===== src/rtl/image_sensor_emulator_if.sv =====
// rtl/image_sensor_emulator_if.sv - image memory read port plus emulated parallel sensor output
interface image_sensor_emulator_if #(
    parameter int ADDR_WIDTH = 21,
    parameter int BIT_DEPTH  = 12
);
    logic                  readEnable;
    logic [ADDR_WIDTH-1:0] readAddr;
    logic [BIT_DEPTH-1:0]  readData;
    logic                  sensorPixclk;
    logic                  sensorLineValid;
    logic                  sensorFrameValid;
    logic [BIT_DEPTH-1:0]  sensorDout;

    modport master (
        output readEnable, readAddr,
        input  readData,
        output sensorPixclk, sensorLineValid, sensorFrameValid, sensorDout
    );

    modport slave (
        input  readEnable, readAddr,
        output readData,
        input  sensorPixclk, sensorLineValid, sensorFrameValid, sensorDout
    );
endinterface


===== src/rtl/image_sensor_emulator.sv =====
// rtl/image_sensor_emulator.sv - replays one frame from image memory as CMOS pixclk/LV/FV/data
// Optional IMAGE_SENSOR_TEST_PATTERN_EN adds patternSelect for an (x+y) ramp instead of memory data.
module image_sensor_emulator #(
    parameter int DIM_X         = 1280,
    parameter int DIM_Y         = 960,
    parameter int BIT_DEPTH     = 12,
    parameter int PIXCLK_DIV    = 2,
    parameter int H_BLANK       = 8,
    parameter int TRIGGER_DELAY = 3840,
    parameter int ADDR_WIDTH    = $clog2(DIM_X*DIM_Y)
) (
    input  logic clock,
    input  logic reset,
    input  logic trigger,
    output logic busy,
    output logic done,
    output logic error,
    input  logic errorClr,
`ifdef IMAGE_SENSOR_TEST_PATTERN_EN
    input  logic patternSelect,
`endif
    image_sensor_emulator_if.master bus
);
    localparam int PH_W  = $clog2(PIXCLK_DIV);
    localparam int DLY_W = $clog2(TRIGGER_DELAY + PIXCLK_DIV + 1);
    localparam int X_W   = $clog2(DIM_X + 1);
    localparam int Y_W   = $clog2(DIM_Y + 1);
    localparam int HB_W  = $clog2(H_BLANK + 1);

    typedef enum logic [1:0] {S_IDLE, S_DELAY, S_LINE, S_HBLANK} state_t;

    state_t                state;
    logic [PH_W-1:0]       ph;
    logic                  pixclk;
    logic [DLY_W-1:0]      dly;
    logic [X_W-1:0]        x;
    logic [Y_W-1:0]        y;
    logic [HB_W-1:0]       hb;
    logic [ADDR_WIDTH-1:0] addr;
    logic                  pend;
    logic                  lv, fv, re;
    logic [ADDR_WIDTH-1:0] raddr;
    logic [BIT_DEPTH-1:0]  dout;
    logic                  rise, fall, want;
    logic [BIT_DEPTH-1:0]  pix_val;

`ifdef IMAGE_SENSOR_TEST_PATTERN_EN
    logic pat;
    always_comb begin
        pix_val = bus.readData;
        if (pat)
            pix_val = BIT_DEPTH'(x) + BIT_DEPTH'(y);
    end
`else
    localparam logic pat = 1'b0;
    always_comb pix_val = bus.readData;
`endif

    assign rise = (ph == PH_W'(PIXCLK_DIV - 1)) && !pixclk;
    assign fall = (ph == PH_W'(PIXCLK_DIV - 1)) && pixclk;

    // Decided on the rising cycle: will the following falling cycle drive a pixel?
    always_comb begin
        want = 1'b0;
        case (state)
            S_DELAY:  want = (32'(dly) + 32'(PIXCLK_DIV)) >= 32'(TRIGGER_DELAY);
            S_LINE:   want = x < X_W'(DIM_X);
            S_HBLANK: want = hb == HB_W'(H_BLANK);
            default:  want = 1'b0;
        endcase
    end

    always_ff @(posedge clock or negedge reset) begin
        if (!reset) begin
            state  <= S_IDLE;
            ph     <= '0;
            pixclk <= 1'b0;
            dly    <= '0;
            x      <= '0;
            y      <= '0;
            hb     <= '0;
            addr   <= '0;
            pend   <= 1'b0;
            lv     <= 1'b0;
            fv     <= 1'b0;
            re     <= 1'b0;
            raddr  <= '0;
            dout   <= '0;
            busy   <= 1'b0;
            done   <= 1'b0;
            error  <= 1'b0;
`ifdef IMAGE_SENSOR_TEST_PATTERN_EN
            pat    <= 1'b0;
`endif
        end else begin
            done <= 1'b0;
            re   <= 1'b0;

            if (ph == PH_W'(PIXCLK_DIV - 1)) begin
                ph     <= '0;
                pixclk <= ~pixclk;
            end else begin
                ph <= ph + 1'b1;
            end

            if (trigger && state != S_IDLE)
                error <= 1'b1;
            else if (errorClr)
                error <= 1'b0;

            if (state == S_IDLE && trigger) begin
                state <= S_DELAY;
                busy  <= 1'b1;
                dly   <= '0;
                x     <= '0;
                y     <= '0;
                hb    <= '0;
                addr  <= '0;
                pend  <= 1'b0;
`ifdef IMAGE_SENSOR_TEST_PATTERN_EN
                pat   <= patternSelect;
`endif
            end else if (state == S_DELAY && dly < DLY_W'(TRIGGER_DELAY)) begin
                dly <= dly + 1'b1;
            end

            if (rise && state != S_IDLE) begin
                pend <= want;
                if (want) begin
                    re    <= !pat;
                    raddr <= addr;
                    addr  <= addr + 1'b1;
                end
            end

            if (fall) begin
                pend <= 1'b0;
                case (state)
                    S_DELAY: if (pend) begin
                        fv    <= 1'b1;
                        lv    <= 1'b1;
                        dout  <= pix_val;
                        x     <= X_W'(1);
                        state <= S_LINE;
                    end
                    S_LINE: if (pend) begin
                        dout <= pix_val;
                        x    <= x + 1'b1;
                    end else begin
                        lv   <= 1'b0;
                        dout <= '0;
                        x    <= '0;
                        hb   <= HB_W'(1);
                        if (y == Y_W'(DIM_Y - 1)) begin
                            fv    <= 1'b0;
                            done  <= 1'b1;
                            busy  <= 1'b0;
                            state <= S_IDLE;
                        end else begin
                            y     <= y + 1'b1;
                            state <= S_HBLANK;
                        end
                    end
                    S_HBLANK: if (pend) begin
                        lv    <= 1'b1;
                        dout  <= pix_val;
                        x     <= X_W'(1);
                        state <= S_LINE;
                    end else begin
                        hb <= hb + 1'b1;
                    end
                    default: ;
                endcase
            end
        end
    end

    assign bus.readEnable       = re;
    assign bus.readAddr         = raddr;
    assign bus.sensorPixclk     = pixclk;
    assign bus.sensorLineValid  = lv;
    assign bus.sensorFrameValid = fv;
    assign bus.sensorDout       = dout;
endmodule


===== src/flat_wrapper.sv =====
// flat-port wrapper written by rule: the top's interface ports become plain ports
module image_sensor_emulator_flat 
#(
    parameter int DIM_X         = 1280,
    parameter int DIM_Y         = 960,
    parameter int BIT_DEPTH     = 12,
    parameter int PIXCLK_DIV    = 2,
    parameter int H_BLANK       = 8,
    parameter int TRIGGER_DELAY = 3840,
    parameter int ADDR_WIDTH    = $clog2(DIM_X*DIM_Y)
)
  (clock, reset, trigger, busy, done, error, errorClr, bus_readEnable, bus_readAddr, bus_readData, bus_sensorPixclk, bus_sensorLineValid, bus_sensorFrameValid, bus_sensorDout);
  image_sensor_emulator_if #(.ADDR_WIDTH(ADDR_WIDTH), .BIT_DEPTH(BIT_DEPTH)) bus_i ();
  input  logic clock;
  input  logic reset;
  input  logic trigger;
  output logic busy;
  output logic done;
  output logic error;
  input  logic errorClr;
  output wire logic [$bits(bus_i.readEnable)-1:0] bus_readEnable;
  output wire logic [$bits(bus_i.readAddr)-1:0] bus_readAddr;
  input wire logic [$bits(bus_i.readData)-1:0] bus_readData;
  output wire logic [$bits(bus_i.sensorPixclk)-1:0] bus_sensorPixclk;
  output wire logic [$bits(bus_i.sensorLineValid)-1:0] bus_sensorLineValid;
  output wire logic [$bits(bus_i.sensorFrameValid)-1:0] bus_sensorFrameValid;
  output wire logic [$bits(bus_i.sensorDout)-1:0] bus_sensorDout;
  assign bus_readEnable = bus_i.readEnable;
  assign bus_readAddr = bus_i.readAddr;
  assign bus_i.readData = bus_readData;
  assign bus_sensorPixclk = bus_i.sensorPixclk;
  assign bus_sensorLineValid = bus_i.sensorLineValid;
  assign bus_sensorFrameValid = bus_i.sensorFrameValid;
  assign bus_sensorDout = bus_i.sensorDout;
  image_sensor_emulator #(.DIM_X(DIM_X), .DIM_Y(DIM_Y), .BIT_DEPTH(BIT_DEPTH), .PIXCLK_DIV(PIXCLK_DIV), .H_BLANK(H_BLANK), .TRIGGER_DELAY(TRIGGER_DELAY), .ADDR_WIDTH(ADDR_WIDTH)) u_core (.clock(clock), .reset(reset), .trigger(trigger), .busy(busy), .done(done), .error(error), .errorClr(errorClr), .bus(bus_i));
endmodule

===== config.mk =====
export PLATFORM = sky130hd
export DESIGN_NAME = image_sensor_emulator_flat
export DESIGN_NICKNAME = d
export VERILOG_FILES = /design/src/rtl/image_sensor_emulator_if.sv /design/src/rtl/image_sensor_emulator.sv /design/src/flat_wrapper.sv
export SDC_FILE = /design/constraint.sdc
export NUM_CORES = 1
export LEC_CHECK = 0
export BUFFER_PORTS_ARGS = -buffer_cell sky130_fd_sc_hd__buf_2
export CELL_PAD_IN_SITES_DETAIL_PLACEMENT = 0
export CELL_PAD_IN_SITES_GLOBAL_PLACEMENT = 1
export CORE_ASPECT_RATIO = 1.2
export CORE_MARGIN = 3
export CORE_UTILIZATION = 35
export CTS_BUF_LIST = sky130_fd_sc_hd__clkbuf_16
export CTS_CLUSTER_DIAMETER = 200
export DETAILED_ROUTE_END_ITERATION = 8
export PLACE_DENSITY_LB_ADDON = 0.1
export SETUP_SLACK_MARGIN = 0.15
export SLEW_MARGIN = 15
export SYNTH_ARGS = -nofsm -noshare
export SYNTH_HDL_FRONTEND = slang
export SYNTH_SLANG_ARGS = --single-unit

===== constraint.sdc =====
create_clock -name clock -period 1.94 [get_ports clock]
set_input_delay 0.388 -clock clock [delete_from_list [all_inputs] [get_ports clock]]
set_output_delay 0.388 -clock clock [all_outputs]
set_load 0.01 [all_outputs]

==> results of run 1 <==
## critical path: cells and delay by family (launching register included)
family	cells	cell delay, ns
buffers and inverters	1	0.08
and+or+nand+nor	2	0.52
adders and majority gates	1	0.12
AOI/OAI and AO/OA	3	0.66
DFF	1	0.39
## layer usage
layer  GRT usage, %  vias to the layer above
met4           6.41                        0
met3           2.80                       15
met5              0                        -
li1               -                     1944
met2           24.7                       61
met1           19.2                     1881
## report_power, final
group          internal [mW]  switching, mW  total, mW
registers               2.14        0.00652       2.15
logic                 0.0337         0.0674      0.101
clock network          0.850          0.782       1.63
total                   3.02          0.856       3.88
## registers in the layout (all words and copies together), names as in the netlist, 2 cells and up
register / count
u_core.bus.readAddr: 21
u_core.y: 10
u_core.x: 11
u_core.hb: 4
u_core.dly: 12
u_core.bus.sensorDout: 12
u_core.addr: 21
u_core.state: 2
## cell usage in the layout, fill, tap and decap left out, types with 2 or more instances in the layout
cell type,count
mux2i_1,16
o211ai_1,2
o31ai_1,6
clkbuf_16,9
and4_1,3
and3_1,12
buf_4,43
nand2_1,128
nand3_1,33
a31oi_1,4
a21oi_1,13
a22o_1,2
inv_2,2
nor3_1,5
a221o_1,2
inv_1,4
clkinv_2,5
nor2_1,38
xor2_1,9
dfrtp_1,101
o21ai_0,40
buf_2,54
and2_1,6
ha_1,5
nor3_2,3
nand4_1,11
buf_12,4
a211o_1,3
nor4_2,2
a32o_1,2
xnor2_1,7
## cell type report
type / instances / share of cell area [%]
clock buffers: 9 / 3.82
clock inverters: 7 / 0.552
inverters: 6 / 0.425
multi-input cells: 378 / 36.5
flip-flops and latches: 102 / 43.3
well taps: 168 / 3.57
repair buffers: 103 / 11.8
## timing repair
item | CTS | global route
pin swaps | 1 | 0
hold buffers | 1 | 0
endpoints found under the setup margin | 41 | 37
gates resized for setup | 6 | 13
endpoints found under the hold margin | 25 | 0
setup buffers | 1 | 9
## cells by family (layout without fill, tap and decap cells)
kind of cell / after synthesis / after routing / synth area share (%)
AOI/OAI and AO/OA: 80 / 80 / 10.6
xor gates and xnor gates: 16 / 16 / 2.94
adders and majority gates: 6 / 6 / 1.57
buffers and inverters: 29 / 125 / 2.65
DFF: 102 / 102 / 53.5
muxes: 16 / 16 / 3.36
and+or+nand+nor: 260 / 260 / 25.4
## final timing paths
kind	start	to	slack, ns
max	u_core.hb[1]	u_core.addr[16]	0.08
min	errorClr	u_core.error	0.23
max reg2reg	u_core.hb[1]	u_core.addr[16]	0.08
min reg2reg	u_core.bus.readAddr[6]	u_core.bus.readAddr[6]	0.46
max in group asynchronous	reset	u_core.bus.sensorDout[7]	0.74
min in group asynchronous	reset	u_core.addr[7]	0.53
==> flow_summary_export.csv, run 1 <==
group,metric,value,unit
outcome,outcome,"complete, no violations",
sta,finalHoldViolCount,0,
routing,wl_met1,4990,um
sta,maxSlewHeadroom,71.4,%
global_route,grt_max_degree,47,
sta,skew,0.00731,ns
sta,final.min_clock_period,1.86,ns
global_route,track_usage,15.0,%
min_path,min_path_type,"primary input to flop",
worst_setup_path,cp_max_fo,4,
synth,synth-main-ff-cell,"dfrtp_1",
synth,synth_area,4770,um^2
placement,pre_cts_ws,0.0188,ns
worst_setup_path,slowest_delay,0.48,ns
synth,synth_most_common_cell,"nand2_1",
routing,routedWlPerCell,14.1,um
sta,rsz0062_at_grt,"yes",
placement,io_buffers,55,
routing,first_iter_violations,166,
die,ios,56,
synth,synth_largest_area_cell,"dfrtp_1",
global_route,grt_pass1_wl,18400,um
die,row_count,46,
cells_and_area,final_layout_size_suffix_gt1_share,23.0,%
cts,cts_buffer_depth,2,
die,die_w,113,um
worst_setup_path,path_cells,"inv_2 > ha_4 > nand2_1 > o21a_1 > o32a_4 > or4_1 > a21oi_1",
die,fp.coreArea,13300,um^2
worst_setup_path,cp_data_required_time,2.22,ns
sta,whs,0.227,ns
cts,clock_latency,0.35,ns
synth,avgSynthCellArea,9.38,um^2
sta,tightest_slew,0.429,ns
synth,synth_edf_count,0,
synth,synth_cell_types,48,
synth,synth_common_cells,"129 x nand2_1, 102 x dfrtp_1, 40 x nor2_1, 40 x o21ai_0, 34 x nand3_1",
synth,synthTopCellsByArea,"dfrtp_1 53%, nand2_1 10%, o21ai_0 4.2%, nand3_1 3.6%, mux2i_1 3.4%",
routing,wirelength,10900,um
global_route,antenna_found_initial,0,
sta,max_clock_freq,539,MHz
worst_setup_path,arrival,2.13,ns
routing,top_layer,"met4",
routing,wl_met2,5350,um
sta,period_share,95.7,%
cells_and_area,finish.utilization,44.3,%
worst_setup_path,critPathSlowestCell,"or4_1",
cells_and_area,fin_cells,773,
sta,tns,0,ns
die,start_util,35.9,%
synth,yosys_warnings,0,
cts,clkSinkCount,102,
cells_and_area,area_growth,23.5,%
min_path,hold_path_depth,2,
worst_setup_path,critPathKind,"flop to flop",
synth,ys_seq_area_share,53.5,%
cts,cts_buffers,9,
global_route,overflow,0,
routing,routed_via_density,5.05,
synth,synth_top_area_share,53.5,%
cells_and_area,multi_input_area,2150,um^2
synth,syn-num-nets,531,
cells_and_area,fin_nets,622,
sta,finalWorstSetupSlack,0.0836,ns
cells_and_area,ff_latch_area,2550,um^2
cells_and_area,n_antenna_cell,0,
sta,final-setup-viol-count,0,
routing,vias,3901,
routing,first_pass_iters,4,
routing,met3_length,363,um
cts,cts.reportedPaths.clkPinSlew,0.07,ns
cts,cts_tree,"yes",
power,ir_drop,0.298,mV
placement,dpl.cell_count,746,
cells_and_area,n_fill_cell,1294,
routing,drc,0,
global_route,grt_pass1_vias,3715,
cells_and_area,final_area,5890,um^2
placement,dpl.hpwl,7620,um
placement,place_congestion,0.765,
routing,ant_nets,0,
job,cap_viol_max_count,0,
power,power_density,658,nW/um^2
cts,cts-root-buf,"clkbuf_16",
power,leakage,2.80,nW
synth,synthArstFlopShare,100,%
sta,slew_viol_final,0,
placement,place_area,5480,um^2
cts,cts_max_level,3,
synth,ys_seq_elements,102,
power,totalPowerFinal,3.88,mW
synth,syn_inst,509,
worst_setup_path,endpoint_kind,"flop",
worst_setup_path,reg2reg_depth,7,
worst_setup_path,start_kind,"flop",
die,die_y,134,um
die,dieArea,15100,um^2
Power figures use the tool's default switching activity.
==> run 2: changes to the inputs <==
- SETUP_SLACK_MARGIN: 0.15 -> 0.1
==> run 2 against run 1 <==
  * Total power rose by 3.1%
  * Die area stayed put
  * Combinational power hardly changed
  * First-iteration DRC count is 12% higher
  * Clock power up 7%
  * Worst setup slack got worse by 0.018 ns
  * Routed wire length shrank 1.1%
  * Cell area is 0.32% lower
  * Highest routed layer unchanged
  * Critical path depth stayed put
==> flow_summary_export.csv, run 2 (same netlist as run 1, synthesis figures left out) <==
group,metric,value,unit
worst_setup_path,worst-path-buf-inv,1,
power,power_density,681,nW/um^2
worst_setup_path,critPathKind,"flop to flop",
routing,drc,0,
global_route,antenna_found_initial,0,
worst_setup_path,r2r_slack,0.07,ns
worst_setup_path,slowest_delay,0.52,ns
cells_and_area,mostFrequentLayoutCells,"129 x nand2_1, 100 x dfrtp_1, 54 x buf_2",
cts,cts.reportedPaths.clkPinSlew,0.07,ns
routing,routedWlPerCell,14.2,um
routing,vias,3877,
routing,wirelength,10800,um
global_route,overflow,0,
sta,final-setup-viol-count,0,
cts,cts_tree,"yes",
worst_setup_path,endpoint_kind,"flop",
cells_and_area,final_common_cell,"nand2_1",
worst_setup_path,critPathSlowestCell,"or4_4",
cts,clock_latency,0.34,ns
job,cap_viol_max_count,0,
sta,slew_viol_final,0,
sta,finalHoldViolCount,0,
sta,skew,0.00620,ns
sta,tns,0,ns
min_path,min_path_type,"primary input to flop",
die,fp.coreArea,13300,um^2
sta,rsz0062_at_grt,"yes",
global_route,track_usage,15.0,%
placement,dpl.hpwl,7360,um
sta,tightest_slew,0.502,ns
worst_setup_path,cp_max_fo,4,
sta,period_share,96.6,%
worst_setup_path,arrival,2.15,ns
sta,maxSlewHeadroom,66.2,%
sta,final.min_clock_period,1.87,ns
cells_and_area,final_area,5870,um^2
cells_and_area,final_layout_size_suffix_gt1_share,21.6,%
global_route,grt_pass1_vias,3922,
power,ir_drop,0.302,mV
global_route,grt_max_degree,48,
cts,clkSinkCount,102,
die,row_count,46,
routing,first_pass_iters,4,
worst_setup_path,path_cells,"inv_2 > ha_1 > nand2_1 > o21a_1 > o32a_4 > or4_4 > a21oi_2",
die,dieArea,15100,um^2
cts,cts_buffer_depth,2,
routing,first_iter_violations,186,
placement,io_buffers,55,
sta,finalWorstSetupSlack,0.0653,ns
worst_setup_path,critical-path-top-delay-family,"compound AO/OA/AOI/OAI gates",
placement,place_congestion,0.766,
cells_and_area,area_growth,23.1,%
die,ios,56,
cells_and_area,fin_nets,610,
worst_setup_path,start_kind,"flop",
placement,pre_cts_ws,0.0375,ns
power,leakage,2.78,nW
outcome,outcome,"complete, no violations",
routing,routed_via_density,5.09,
worst_setup_path,cp_data_required_time,2.22,ns
die,start_util,35.9,%
cells_and_area,n_antenna_cell,0,
die,die_y,134,um
cts,cts-root-buf,"clkbuf_16",
global_route,grt_pass1_wl,18600,um
placement,place_area,5440,um^2
cts,cts_max_level,3,
cts,cts_buffers,9,
routing,ant_nets,0,
die,die_w,113,um
sta,max_clock_freq,533,MHz
[run 2: cell count changes in the layout (fill, tap and decap cells not counted), sizes merged]
cell    before  now
clkinv       6    5
buf        102   89
clkbuf       9   10
bufinv       0    1
[run 2: power breakdown]
part	internal, mW	switching (mW)	leakage, nW
registers	2.14	0.00666	1.10
logic	0.0352	0.0665	1.53
clock network	0.980	0.770	0.145
[run 2: worst paths after layout]
check / start / cells after the start / to
worst max-delay path: u_core.hb[1] / 7 / u_core.addr[16]
worst min-delay path: errorClr / 2 / u_core.error
worst max register to register: u_core.hb[1] / 7 / u_core.addr[16]
worst min register to register: u_core.bus.readAddr[1] / 2 / u_core.bus.readAddr[1]
max in group asynchronous: reset / 3 / u_core.state[0]
min in group asynchronous: reset / 2 / u_core.bus.readAddr[8]
[run 2: cell type report]
| type | instances | area (um^2) |
|---|---|---|
| multi-input cells | 378 | 2160 |
| repair buffers | 91 | 643 |
| well taps | 168 | 210 |
| clock inverters | 7 | 56.3 |
| fillers | 1298 | 7420 |
| inverters | 6 | 22.5 |
| flip-flops and latches | 102 | 2550 |
| clock buffers | 9 | 225 |
[run 2: what timing repair did]
item / CTS / global route
endpoints found under the hold margin: 24 / 0
resized for setup: 3 / 20
buffers inserted: 1 / 3
pin swaps: 1 / 3
gates cloned: 0 / 1
hold buffers: 1 / 0
setup endpoints to repair: 21 / 35
[run 2: routing by layer]
metal | vias to the layer above | wire, um | GRT usage (%)
li1 | 1920 | - | -
met1 | 1881 | 4750 | 18.1
met5 | - | 0 | 0
met3 | 16 | 359 | 2.71
met4 | 0 | 243 | 7.08
met2 | 60 | 5440 | 25.8
[run 2: stage by stage]
| stage | power, mW | hold slack, ns | std cells | utilization [%] |
|---|---|---|---|---|
| after floorplan | 2.20 | 0.0924 | 509 | - |
| after global placement | 2.29 | 0.335 | 739 | 40.9 |
| after detailed placement | 2.29 | 0.339 | 739 | 40.9 |
| after CTS | 4.07 | 0.217 | 757 | 43.3 |
| after global routing | 4.18 | 0.244 | 761 | 44.2 |
| final | 4.00 | 0.231 | 761 | 44.2 |
[run 2: worst register-to-register path: cells and delay by family, from the launching register on]
| kind | cells | cell delay, ns |
|---|---|---|
| buffers and inverters | 1 | 0.06 |
| and+or+nand+nor | 2 | 0.57 |
| DFF | 1 | 0.40 |
| adders and majority gates | 1 | 0.13 |
| AOI/OAI and AO/OA | 3 | 0.64 |
==> run 3: changes to the inputs <==
- GPL_TIMING_DRIVEN: not set -> 0
- MAX_ROUTING_LAYER: not set -> met4
- SKIP_CTS_REPAIR_TIMING: not set -> 1
==> run 3 against run 2 <==
  * Critical endpoint unchanged
  * Hold slack worse by 0.0021 ns
  * Critical path depth unchanged
  * Register-to-register slack got worse by 0.05 ns
  * Via count fell by 0.88%
  * Largest power group unchanged
==> flow_summary_export.csv, run 3 (same netlist as run 1, synthesis figures left out) <==
group,metric,value,unit
cts,cts_tree,"yes",
cts,cts_max_level,3,
die,dieArea,15100,um^2
sta,final-setup-viol-count,0,
sta,maxSlewHeadroom,63.0,%
cts,clkSinkCount,102,
worst_setup_path,crit_path_start,"u_core.hb[0]",
die,row_count,46,
cts,cts_buffer_depth,2,
worst_setup_path,cp_max_fo,5,
worst_setup_path,arrival,2.21,ns
cells_and_area,final_area,5810,um^2
worst_setup_path,crit_path_end,"u_core.addr[16]",
routing,first_iter_violations,158,
cts,clock_latency,0.35,ns
cells_and_area,final_layout_size_suffix_gt1_share,19.8,%
worst_setup_path,endpoint_kind,"flop",
worst_setup_path,start_kind,"flop",
worst_setup_path,r2r_slack,0.01,ns
placement,dpl.hpwl,7550,um
sta,tns,0,ns
cells_and_area,fin_nets,607,
cells_and_area,final_common_cell,"nand2_1",
routing,routed_via_density,5.07,
die,die_w,113,um
cells_and_area,mostFrequentLayoutCells,"129 x nand2_1, 101 x dfrtp_1, 58 x buf_2",
worst_setup_path,reg2reg_depth,7,
global_route,antenna_found_initial,0,
routing,routedWlPerCell,14.5,um
worst_setup_path,rr_endpoint,"u_core.addr[16]",
die,start_util,35.9,%
global_route,overflow,0,
sta,whs,0.229,ns
worst_setup_path,critPathKind,"flop to flop",
outcome,outcome,"complete, no violations",
cells_and_area,n_fill_cell,1323,
power,totalPowerFinal,4.14,mW
cts,cts-root-buf,"clkbuf_16",
routing,ant_nets,0,
global_route,grt_pass1_wl,18900,um
worst_setup_path,cp_data_required_time,2.22,ns
power,power_density,713,nW/um^2
min_path,min_path_type,"primary input to flop",
sta,period_share,99.4,%
job,cap_viol_max_count,0,
global_route,grt_max_degree,58,
die,ios,56,
die,die_y,134,um
sta,tightest_slew,0.553,ns
die,fp.coreArea,13300,um^2
routing,vias,3843,
placement,io_buffers,55,
routing,first_pass_iters,4,
cells_and_area,n_antenna_cell,0,
placement,place_congestion,0.773,
cts,cts.reportedPaths.clkPinSlew,0.07,ns
sta,finalHoldViolCount,0,
placement,pre_cts_ws,-0.182,ns
global_route,track_usage,15.8,%
worst_setup_path,r2r_start,"u_core.hb[0]",
power,leakage,2.72,nW
cells_and_area,finish.utilization,43.7,%
sta,rsz0062_at_grt,"yes",
sta,finalWorstSetupSlack,0.0120,ns
sta,max_clock_freq,519,MHz
cells_and_area,fin_cells,758,
global_route,grt_pass1_vias,3828,
sta,final.min_clock_period,1.93,ns
cts,cts_buffers,9,
power,ir_drop,0.401,mV
placement,place_area,5290,um^2
routing,wirelength,11000,um
sta,slew_viol_final,0,
routing,drc,0,
sta,skew,0.00406,ns
cells_and_area,area_growth,21.7,%
placement,dpl.cell_count,733,
==> run 3: cell types whose count changed in the layout (fill, tap and decap cells not counted), sizes merged <==
cell and change:
clkinv -1, clkbuf +8, buf -11, bufinv +1
==> run 3: layout make-up <==
type | instances | area [um^2] | area share (%)
Sequential cell | 102 | 2550 | 44.0
Multi-Input combinational cell | 378 | 2190 | 37.6
Timing Repair Buffer | 65 | 392 | 6.74
Clock buffer | 9 | 225 | 3.88
Tap cell | 168 | 210 | 3.62
Buffer | 23 | 139 | 2.39
Clock inverter | 7 | 80.1 | 1.38
Inverter | 6 | 22.5 | 0.388
==> run 3: worst max-delay path, cell delays in order, from the launching register on <==
cell and delay, ns:
dfrtp_1 0.42, inv_1 0.07, ha_1 0.14, nand2_1 0.05
o21a_1 0.17, o32a_4 0.35, or4_1 0.53, a21oi_2 0.13
==> run 3: how the worst min path moves through the flow <==
stage,start,to,cells after the start
finish,errorClr,u_core.error,2
global placement,u_core.bus.readAddr[7],u_core.bus.readAddr[7],2
detailed placement,reset,u_core.bus.readAddr[9],1
CTS,reset,u_core.bus.readAddr[9],1
global route,errorClr,u_core.error,2
floorplan,reset,u_core.addr[0],0
==> run 3: routing by layer <==
| metal | GRT usage (%) | up-vias | part of all wire [%] | routed length [um] |
|---|---|---|---|---|
| li1 | - | 1910 | - | - |
| met1 | 19.9 | 1870 | 46 | 5030 |
| met2 | 25.5 | 51 | 50 | 5510 |
| met3 | 2.35 | 12 | 2.5 | 275 |
| met4 | 6.41 | 0 | 1.9 | 210 |
| met5 | - | - | 0 | 0 |
==> run 3: power breakdown <==
group | internal, mW | switching, mW | total [mW]
Sequential | 2.14 | 0.00642 | 2.15
Combinational | 0.0335 | 0.0670 | 0.100
Clock | 1.11 | 0.785 | 1.90
